===== config.mk =====
export PLATFORM = sky130hd
export DESIGN_NAME = ysyx_041461_pipe_ctrl
export DESIGN_NICKNAME = d
export VERILOG_FILES = /design/src/rtl/ysyx_041461_pipe_ctrl_pkg.sv /design/src/rtl/ysyx_041461_stage_vld.sv /design/src/rtl/ysyx_041461_pipe_ctrl.sv
export SDC_FILE = /design/constraint.sdc
export NUM_CORES = 1
export LEC_CHECK = 0
export CORE_UTILIZATION = 40
export DETAILED_ROUTE_END_ITERATION = 10
export GPL_TIMING_DRIVEN = 0
export PLACE_DENSITY = 0.82
export SYNTH_ARGS = -nofsm -noshare
export SYNTH_HDL_FRONTEND = slang
export SYNTH_SLANG_ARGS = --single-unit

===== constraint.sdc =====
create_clock -name clk -period 5.9 [get_ports clk]
set_clock_uncertainty 0.05 [all_clocks]
set_input_delay 1.18 -clock clk [delete_from_list [all_inputs] [get_ports clk]]
set_output_delay 1.18 -clock clk [all_outputs]
set_load 0.01 [all_outputs]

===== src/rtl/ysyx_041461_pipe_ctrl_pkg.sv =====
// Shared definitions for the ysyx_041461 pipeline controller.
// Holds the controller FSM state encodings, the PC redirect-select codes and
// the per-stage handshake helpers that the stage valid slices and the top
// both use, so that ready/advance are computed the same way everywhere.
package ysyx_041461_pipe_ctrl_pkg;

  // Controller FSM states, visible on ctrl_state.
  typedef enum logic [1:0] {
    ysyx_041461_PCTRL_RUN   = 2'd0,
    ysyx_041461_PCTRL_DRAIN = 2'd1,
    ysyx_041461_PCTRL_REDIR = 2'd2
  } pctrl_state_t;

  // pc_redirect_sel codes.
  localparam logic YSYX_041461_REDIR_BRANCH = 1'b0;
  localparam logic YSYX_041461_REDIR_TRAP   = 1'b1;

  // A stage can take a new instruction when it is empty, or when its current
  // occupant is not held and the next stage can take it.
  function automatic logic stage_ready(input logic valid, input logic hold,
                                       input logic ready_next);
    return (~valid) | ((~hold) & ready_next);
  endfunction

  // A stage hands its instruction forward this cycle.
  function automatic logic stage_adv(input logic valid, input logic hold,
                                     input logic ready_next);
    return valid & (~hold) & ready_next;
  endfunction

endpackage


===== src/rtl/ysyx_041461_stage_vld.sv =====
// One pipeline stage valid slice (used for IF2..WB).
// Ports:
//   clk, rst    - clock, synchronous active-high reset
//   flush       - clear the valid bit next cycle (trap, drain, branch kill)
//   adv_prev    - the previous stage hands an instruction forward this cycle
//   hold        - this stage's hazard hold
//   ready_next  - the next stage can accept this cycle
//   valid       - registered valid bit of this stage
//   ready       - this stage can accept an instruction this cycle
module ysyx_041461_stage_vld
  import ysyx_041461_pipe_ctrl_pkg::*;
(
  input  logic clk,
  input  logic rst,
  input  logic flush,
  input  logic adv_prev,
  input  logic hold,
  input  logic ready_next,
  output logic valid,
  output logic ready
);

  logic valid_r;

  assign ready = stage_ready(valid_r, hold, ready_next);
  assign valid = valid_r;

  // Valid bit: load on incoming advance, go empty (bubble) when this stage
  // drains forward with nothing arriving, otherwise keep the stalled occupant.
  always_ff @(posedge clk) begin
    if (rst) begin
      valid_r <= 1'b0;
    end else if (flush) begin
      valid_r <= 1'b0;
    end else if (adv_prev) begin
      valid_r <= 1'b1;
    end else if (ready) begin
      valid_r <= 1'b0;
    end else begin
      valid_r <= valid_r;
    end
  end

endmodule


===== src/rtl/ysyx_041461_pipe_ctrl.sv =====
// Six-stage pipeline controller (IF, IF2, ID, EXE, MEM, WB).
// Tracks stage valids with backpressure, issues load enables, handles taken
// branches from ID (same-cycle redirect) and traps from WB (flush, wait for
// the outstanding fetch to drain, then redirect to the trap target).
// Ports:
//   clk, rst                      - clock, synchronous active-high reset
//   if_fetch_valid, if_busy       - IF holds an instruction / fetch outstanding
//   id/exe/mem_conflict, mem_busy - per-stage hazard holds
//   id_br_taken, wb_trap          - taken branch in ID / trap in WB
//   *_valid, *_en                 - stage valids and register load enables
//   if_accept, if_kill            - IF handshake and fetch kill
//   pc_redirect, pc_redirect_sel  - redirect pulse and source (0 br, 1 trap)
//   trap_commit                   - WB trap is committing this cycle
//   ctrl_state, stall_cnt         - FSM state and saturating stall counter
module ysyx_041461_pipe_ctrl
  import ysyx_041461_pipe_ctrl_pkg::*;
#(
  parameter int CNT_W = 32
) (
  input  logic             clk,
  input  logic             rst,
  input  logic             if_fetch_valid,
  input  logic             if_busy,
  input  logic             id_conflict,
  input  logic             exe_conflict,
  input  logic             mem_conflict,
  input  logic             mem_busy,
  input  logic             id_br_taken,
  input  logic             wb_trap,
  output logic             if2_valid,
  output logic             id_valid,
  output logic             exe_valid,
  output logic             mem_valid,
  output logic             wb_valid,
  output logic             if2_en,
  output logic             id_en,
  output logic             exe_en,
  output logic             mem_en,
  output logic             wb_en,
  output logic             if_accept,
  output logic             if_kill,
  output logic             pc_redirect,
  output logic             pc_redirect_sel,
  output logic             trap_commit,
  output logic [1:0]       ctrl_state,
  output logic [CNT_W-1:0] stall_cnt
);

  localparam logic [CNT_W-1:0] CNT_MAX = {CNT_W{1'b1}};
  localparam logic [CNT_W-1:0] CNT_ONE = CNT_W'(1);

  pctrl_state_t     state_r;
  logic [CNT_W-1:0] stall_cnt_r;

  logic ready_if2_s, ready_id_s, ready_exe_s, ready_mem_s, ready_wb_s;
  logic adv_if_s, adv_if2_s, adv_id_s, adv_exe_s, adv_mem_s;
  logic hold_mem_s, stall_any_s;
  logic flush_all_s, br_kill_s, flush_if2_s;

  assign hold_mem_s = mem_conflict | mem_busy;

  assign adv_if_s  = stage_adv(if_fetch_valid, if_busy, ready_if2_s);
  assign adv_if2_s = stage_adv(if2_valid, 1'b0, ready_id_s);
  assign adv_id_s  = stage_adv(id_valid, id_conflict, ready_exe_s);
  assign adv_exe_s = stage_adv(exe_valid, exe_conflict, ready_mem_s);
  assign adv_mem_s = stage_adv(mem_valid, hold_mem_s, ready_wb_s);

  assign flush_if2_s = flush_all_s | br_kill_s;

  ysyx_041461_stage_vld u_if2 (.clk(clk), .rst(rst), .flush(flush_if2_s),
    .adv_prev(adv_if_s),  .hold(1'b0),         .ready_next(ready_id_s),
    .valid(if2_valid), .ready(ready_if2_s));
  ysyx_041461_stage_vld u_id  (.clk(clk), .rst(rst), .flush(flush_all_s),
    .adv_prev(adv_if2_s), .hold(id_conflict),  .ready_next(ready_exe_s),
    .valid(id_valid),  .ready(ready_id_s));
  ysyx_041461_stage_vld u_exe (.clk(clk), .rst(rst), .flush(flush_all_s),
    .adv_prev(adv_id_s),  .hold(exe_conflict), .ready_next(ready_mem_s),
    .valid(exe_valid), .ready(ready_exe_s));
  ysyx_041461_stage_vld u_mem (.clk(clk), .rst(rst), .flush(flush_all_s),
    .adv_prev(adv_exe_s), .hold(hold_mem_s),   .ready_next(ready_wb_s),
    .valid(mem_valid), .ready(ready_mem_s));
  ysyx_041461_stage_vld u_wb  (.clk(clk), .rst(rst), .flush(flush_all_s),
    .adv_prev(adv_mem_s), .hold(1'b0),         .ready_next(1'b1),
    .valid(wb_valid),  .ready(ready_wb_s));

  assign if2_en = ready_if2_s;
  assign id_en  = ready_id_s;
  assign exe_en = ready_exe_s;
  assign mem_en = ready_mem_s;
  assign wb_en  = ready_wb_s;

  assign trap_commit = wb_valid & wb_trap;
  assign ctrl_state  = state_r;
  assign stall_cnt   = stall_cnt_r;

  // IF2 never holds, so only IF, ID, EXE and MEM can be the stalled stage.
  assign stall_any_s = (if_fetch_valid & if_busy) | (id_valid & id_conflict) |
                       (exe_valid & exe_conflict) | (mem_valid & hold_mem_s);

  // Redirect/kill decode; a committing trap takes priority over an ID branch.
  always_comb begin
    flush_all_s     = 1'b0;
    br_kill_s       = 1'b0;
    if_accept       = 1'b0;
    if_kill         = 1'b0;
    pc_redirect     = 1'b0;
    pc_redirect_sel = YSYX_041461_REDIR_BRANCH;
    case (state_r)
      ysyx_041461_PCTRL_RUN: begin
        if (trap_commit) begin
          flush_all_s = 1'b1;
          if_kill     = 1'b1;
        end else if (adv_id_s & id_br_taken) begin
          br_kill_s   = 1'b1;
          if_kill     = 1'b1;
          pc_redirect = 1'b1;
        end else begin
          if_accept = adv_if_s;
        end
      end
      ysyx_041461_PCTRL_DRAIN: begin
        flush_all_s = 1'b1;
        if_kill     = 1'b1;
      end
      ysyx_041461_PCTRL_REDIR: begin
        flush_all_s     = 1'b1;
        pc_redirect     = 1'b1;
        pc_redirect_sel = YSYX_041461_REDIR_TRAP;
      end
      default: begin
        flush_all_s = 1'b1;
        if_kill     = 1'b1;
      end
    endcase
  end

  // Controller FSM: trap -> wait for outstanding fetch -> one-cycle redirect.
  always_ff @(posedge clk) begin
    if (rst) begin
      state_r <= ysyx_041461_PCTRL_RUN;
    end else begin
      case (state_r)
        ysyx_041461_PCTRL_RUN: begin
          if (trap_commit) begin
            state_r <= if_busy ? ysyx_041461_PCTRL_DRAIN : ysyx_041461_PCTRL_REDIR;
          end else begin
            state_r <= ysyx_041461_PCTRL_RUN;
          end
        end
        ysyx_041461_PCTRL_DRAIN: begin
          state_r <= if_busy ? ysyx_041461_PCTRL_DRAIN : ysyx_041461_PCTRL_REDIR;
        end
        ysyx_041461_PCTRL_REDIR: state_r <= ysyx_041461_PCTRL_RUN;
        default:                 state_r <= ysyx_041461_PCTRL_RUN;
      endcase
    end
  end

  // Saturating count of RUN cycles in which some occupied stage is held.
  always_ff @(posedge clk) begin
    if (rst) begin
      stall_cnt_r <= {CNT_W{1'b0}};
    end else if ((state_r == ysyx_041461_PCTRL_RUN) && stall_any_s &&
                 (stall_cnt_r != CNT_MAX)) begin
      stall_cnt_r <= stall_cnt_r + CNT_ONE;
    end else begin
      stall_cnt_r <= stall_cnt_r;
    end
  end

endmodule


Yosys cells after proc, flatten, opt, wreduce, memory -nomap -nowiden. Index checks and enable logic that the tools add are counted.

Input bits: 10. Memories kept: 0. Logic and storage cells: 77. Bits in registers: 39. Output and inout port bits: 49. Bits in latches: 0. Bits in writable memories: 0. Bits in read-only memories: 0.

Mux-type cells: 24. Equal/unequal tests: 3. Bitwise gates (word level): 33. Div/mod/pow operators: 0. Shifts and indexed selects: 0. Reduce and logical (&&, ||, !) cells: 9. Multipliers: 0. Add/subtract/negate cells: 1. $lt $le $gt $ge: 0.

Operators with widths (count): $add A32 B1 Y32 const B (1); $ne A32 B32 Y1 const B (1); $mux W1 (19); $and A1 B1 Y1 (16); $or A1 B1 Y1 (9); $not A1 Y1 (8); $reduce_bool A2 Y1 (4); $mux W2 (2); $pmux W1 S2 (2); $pmux W2 S2 (1); $reduce_or A2 Y1 (2); $eq A2 B1 Y1 const B (1); $eq A2 B2 Y1 const B (1); $logic_and A1 B1 Y1 (2); $logic_not A2 Y1 (1).

Logic depth before layout (Yosys ltp).
Depth after elaboration: 12. Depth in mapped cells: 8. Mapped depth without buffers: 6.

By module. Synthesis repeated with hierarchy kept, for this count alone.

Cells, all modules: 257. Area total of the unflattened synthesis: 2140.8 sq um.

By module, submodules not included: ysyx_041461_pipe_ctrl (instances 1, sequential area each 680.7 sq um, area each 1884.3 sq um, cells each 227); ysyx_041461_stage_vld (instances 5, sequential area each 20.0 sq um, area each 51.3 sq um, cells each 6).

Worst setup path before layout. Ideal clock, no wire load.

Path type: input to output. Start: input mem_busy. End: output if_accept. Slack: 2100 ps. Data required time: 4670 ps. Buffers on the path: 0. Cell stages on the path: 5. Data arrival time: 2570 ps. Cells stage by stage: o21a_1 -> o21a_1 -> o21ai_0 -> or2_2 -> nor4b_1.

Word-level cells in the longest chain between the ends: 12. Elaborated cells between the ends (all ways): 14. Classes of those cells: mux (3); bitwise (11).

RTL lines: start, declared (line ysyx_041461_pipe_ctrl.sv:27) `input logic mem_busy,`; $or A1 B1 Y1 (line ysyx_041461_pipe_ctrl.sv:60) `assign hold_mem_s = mem_conflict | mem_busy;`; $not A1 Y1 (line ysyx_041461_pipe_ctrl_pkg.sv:22) `return (~valid) | ((~hold) & ready_next);`; $or A1 B1 Y1 (line ysyx_041461_pipe_ctrl_pkg.sv:22); $and A1 B1 Y1 (line ysyx_041461_pipe_ctrl_pkg.sv:22); $or A1 B1 Y1 (line ysyx_041461_pipe_ctrl_pkg.sv:22); $and A1 B1 Y1 (line ysyx_041461_pipe_ctrl_pkg.sv:22); $or A1 B1 Y1 (line ysyx_041461_pipe_ctrl_pkg.sv:22); net id_en (line ysyx_041461_pipe_ctrl.sv:36) `output logic id_en,`; $or A1 B1 Y1 (line ysyx_041461_pipe_ctrl_pkg.sv:22); net if2_en (line ysyx_041461_pipe_ctrl.sv:35) `output logic if2_en,`; $and A1 B1 Y1 (line ysyx_041461_pipe_ctrl_pkg.sv:28) `return valid & (~hold) & ready_next;`; $mux W1 (line ysyx_041461_pipe_ctrl.sv:113) `end else if (adv_id_s & id_br_taken) begin`; $mux W1 (line ysyx_041461_pipe_ctrl.sv:110) `if (trap_commit) begin`; $mux W1 (line ysyx_041461_pipe_ctrl.sv:108) `case (state_r)`; end, declared (line ysyx_041461_pipe_ctrl.sv:40) `output logic if_accept,`.

The timed path passes the listed nets, and every way through them passes these cells.

Worst setup path after layout.
Start: input mem_busy. End: output if_kill.

Word-level cells in the longest chain between the ends: 10.

RTL lines: $or A1 B1 Y1 (line ysyx_041461_pipe_ctrl.sv:60); $not A1 Y1 (line ysyx_041461_pipe_ctrl_pkg.sv:22); $or A1 B1 Y1 (line ysyx_041461_pipe_ctrl_pkg.sv:22); $and A1 B1 Y1 (line ysyx_041461_pipe_ctrl_pkg.sv:22); $or A1 B1 Y1 (line ysyx_041461_pipe_ctrl_pkg.sv:22); $and A1 B1 Y1 (line ysyx_041461_pipe_ctrl_pkg.sv:28); $and A1 B1 Y1 (line ysyx_041461_pipe_ctrl.sv:113); $mux W1 (line ysyx_041461_pipe_ctrl.sv:113); $mux W1 (line ysyx_041461_pipe_ctrl.sv:110); $pmux W1 S2 (line ysyx_041461_pipe_ctrl.sv:108); end, declared (line ysyx_041461_pipe_ctrl.sv:41) `output logic if_kill,`.

Every way passes these cells.

==> results.md <==
* Slew margin rel. at 0.484
* Final slew viol count at 0
* Pint at 0.000366 W
* Avg Inst Size Synth at 8.38 um2
* Combinational share of power at 0.086
* Post-CTS setup buffers at 0
* Worst Tran Pin Value at 0.768 ns
* DRT Wirelength at 4.98 mm
* Hold_sp: u_if2.valid
* PwrDens at 181 mW/mm2
* Layout cell share with drive strength beyond 1 at 0.0738
* Required time of the worst setup path at 4.67 ns
* Initial Util at 0.415
* Sw Ratio at 0.248
* Vias per cell at 5.55
* Final Hold Violating Endpoints at 0
* Layout Nets at 308
* Top Ports at 59
* P_leak at 0.835 nW
* CP startpoint kind: input port
* RSZ-0062 raised after global routing: false
* Seq/Total Area, Yosys at 0.398
* # resized after CTS at 0
* CP Max Fanout at 4
* Std-Cell Rows at 25
* Post-CTS Hold Buffers at 0
* Root buf cell: clkbuf_8
* Yosys reg bits at 39
* Clk network pwr share at 0.364
* Syn Inst Count at 234
* TNS Setup at 0 ns
* DR vias at 2,024
* Area grow syn2layout at 37.1%
* Utilization after layout at 0.570
* Placer congestion estimate at 0.766
* GR Util All Layers at 0.198
* Worst-case clock buffer depth at 2
* Avg WL per Cell at 13.6 um
* Min cycle time layout at 4.54 ns
* Critical Path Sink Type: output pin
* Ys async rst share at 0
* Die ar. at 0.00519 mm2
* Worst r2r src: stall_cnt[0]
* Commonest non-fill, non-tap cell in the layout: clkdlybuf4s50_1
* Hold Slack at 0.416 ns
* Syn nets at 245
* Max-cap violations at 0
* CTS tree: yes
* Period Utilization, post-route at 0.770
* Syn Std Cell Area at 0.00196 mm2
* Port-buffer cells at 56
* Dpl hpwl at 3.61 mm
* Sw power at 0.000121 W
* Ys flop type: dfxtp_1
* Die width at 72.0 um
* Setup Crit Path Kind: in -> out
* Crit path arrival time at 3.31 ns
* FF-to-FF End: stall_cnt[1]
* Reg power frac at 0.550
* Initial DRT Pass Iterations at 4
* TritonCTS Buffers at 5
* Synth cell types at 45
* Antenna Diode Count at 0
* Die H at 72.0 um
* Global-route wire length before repair at 8.16 mm
* Routed Antenna Nets at 0
* R2R Setup Slk at 3.24 ns
* Hold Crit Depth at 2
* Ys Warns at 0
* H-tree depth at 2
* Fmax at 0.220 GHz
* Post-synth EDFFs at 0
* Hold Path Class: reg -> reg
* 1st-iter DRT viols at 102
* Clock sink count at 39
* Worst-Skew Late Latency at 0.29 ns
* Number of global-route vias before repair at 1,736
* Final setup vio count at 0
* FF-to-FF path depth at 8
* DRC viols at 0
* GR Overflow Total at 0
* Largest net degree at the start of global routing at 13
* Worst hold path endpoint: u_id.valid
* Worst-path clk slew at 0.08 ns
* Status: completed
* Max rail drop VDD at 0.0847 mV
* Commonest non-fill, non-tap cells in the layout: clkdlybuf4s50_1, dfxtp_1, a21oi_1
* CORE AREA at 0.00472 mm2
* Initial antenna violation count at 0
==> synth_stat cells, types with 4 or more instances <==
library cell,count,share of area
a21oi_1,32,0.082
buf_6,4,0.023
clkbuf_1,4,0.0077
dfxtp_1,39,0.40
inv_1,10,0.019
nand2_1,12,0.023
nand3_1,10,0.026
nand4_1,10,0.032
nor2_1,11,0.021
nor4_1,6,0.019
o21ai_0,8,0.020
o21ai_1,14,0.036
o31ai_1,6,0.023
or3_1,23,0.073
or4_1,5,0.019
==> metrics by stage <==
| step | setup slack (ns) | total power, W | area (um2) | std cells |
|---|---|---|---|---|
| 3_5_place_dp | 1.38 | 0.000316 | 2610 | 357 |
| 3_3_place_gp | 1.43 | 0.000315 | 2610 | 357 |
| 6_report | 1.36 | 0.000487 | 2690 | 365 |
| 2_1_floorplan | 2.10 | 0.000297 | 1960 | 234 |
| 4_1_cts | 1.38 | 0.000493 | 2690 | 365 |
| 5_1_grt | 1.29 | 0.000505 | 2690 | 365 |
==> per-layer routing <==
metal / share of wire / GRT usage
met1: 0.46 / 0.271
met4: 0.019 / 0.0741
met3: 0.047 / 0.0375
met5: 0 / 0
met2: 0.47 / 0.312
==> area by class of cell <==
type | instances | area [um2]
plain buffers | 10 | 71.3
clock buffers | 5 | 68.8
clock inverters | 3 | 15.0
fillers | 440 | 2030
inverters | 10 | 37.5
multi-input cells | 175 | 1070
flip-flops and latches | 39 | 781
well taps | 67 | 83.8
repair buffers | 56 | 561
==> registers in the layout (all words and copies together) (netlist names) <==
signal,count
u_id.valid,1
u_exe.valid,1
u_wb.valid,1
ctrl_state,2
u_if2.valid,1
stall_cnt,32
u_mem.valid,1
==> worst max path at each step <==
stage / startpoint / end / slack [ns] / depth (start not counted)
2_1_floorplan: mem_busy / if_accept / 2.10 / 5
3_3_place_gp: mem_busy / if_accept / 1.43 / 7
3_5_place_dp: mem_busy / if_kill / 1.38 / 6
4_1_cts: mem_busy / if_kill / 1.38 / 6
5_1_grt: mem_busy / if_accept / 1.29 / 7
6_report: mem_busy / if_kill / 1.36 / 6
==> kinds of logic after synthesis <==
group                      share of synthesized area
muxes                                         0.0185
and+or+nand+nor                                0.306
xor gates and xnor gates                     0.00893
AOI/OAI and AO/OA                              0.205
adders and majority gates                    0.00638
other                                        0.00191
buffers and inverters                         0.0555
DFF                                            0.398
==> critical path: stages <==
cell and delay, ns:
clkdlybuf4s50_1 0.44, o21a_1 0.22, o21a_1 0.20, or3b_2 0.53
a21oi_1 0.17, clkdlybuf4s50_1 0.57
==> power by group through the flow <==
stage	registers [W]	clock network [W]	logic, W
floorplan	0.000275	0	0.0000223
global placement	0.000274	0	0.0000412
detailed placement	0.000274	0	0.0000418
CTS	0.000268	0.000183	0.0000419
global route	0.000268	0.000191	0.0000458
finish	0.000268	0.000177	0.0000420
(Power assumes the default switching activity.)
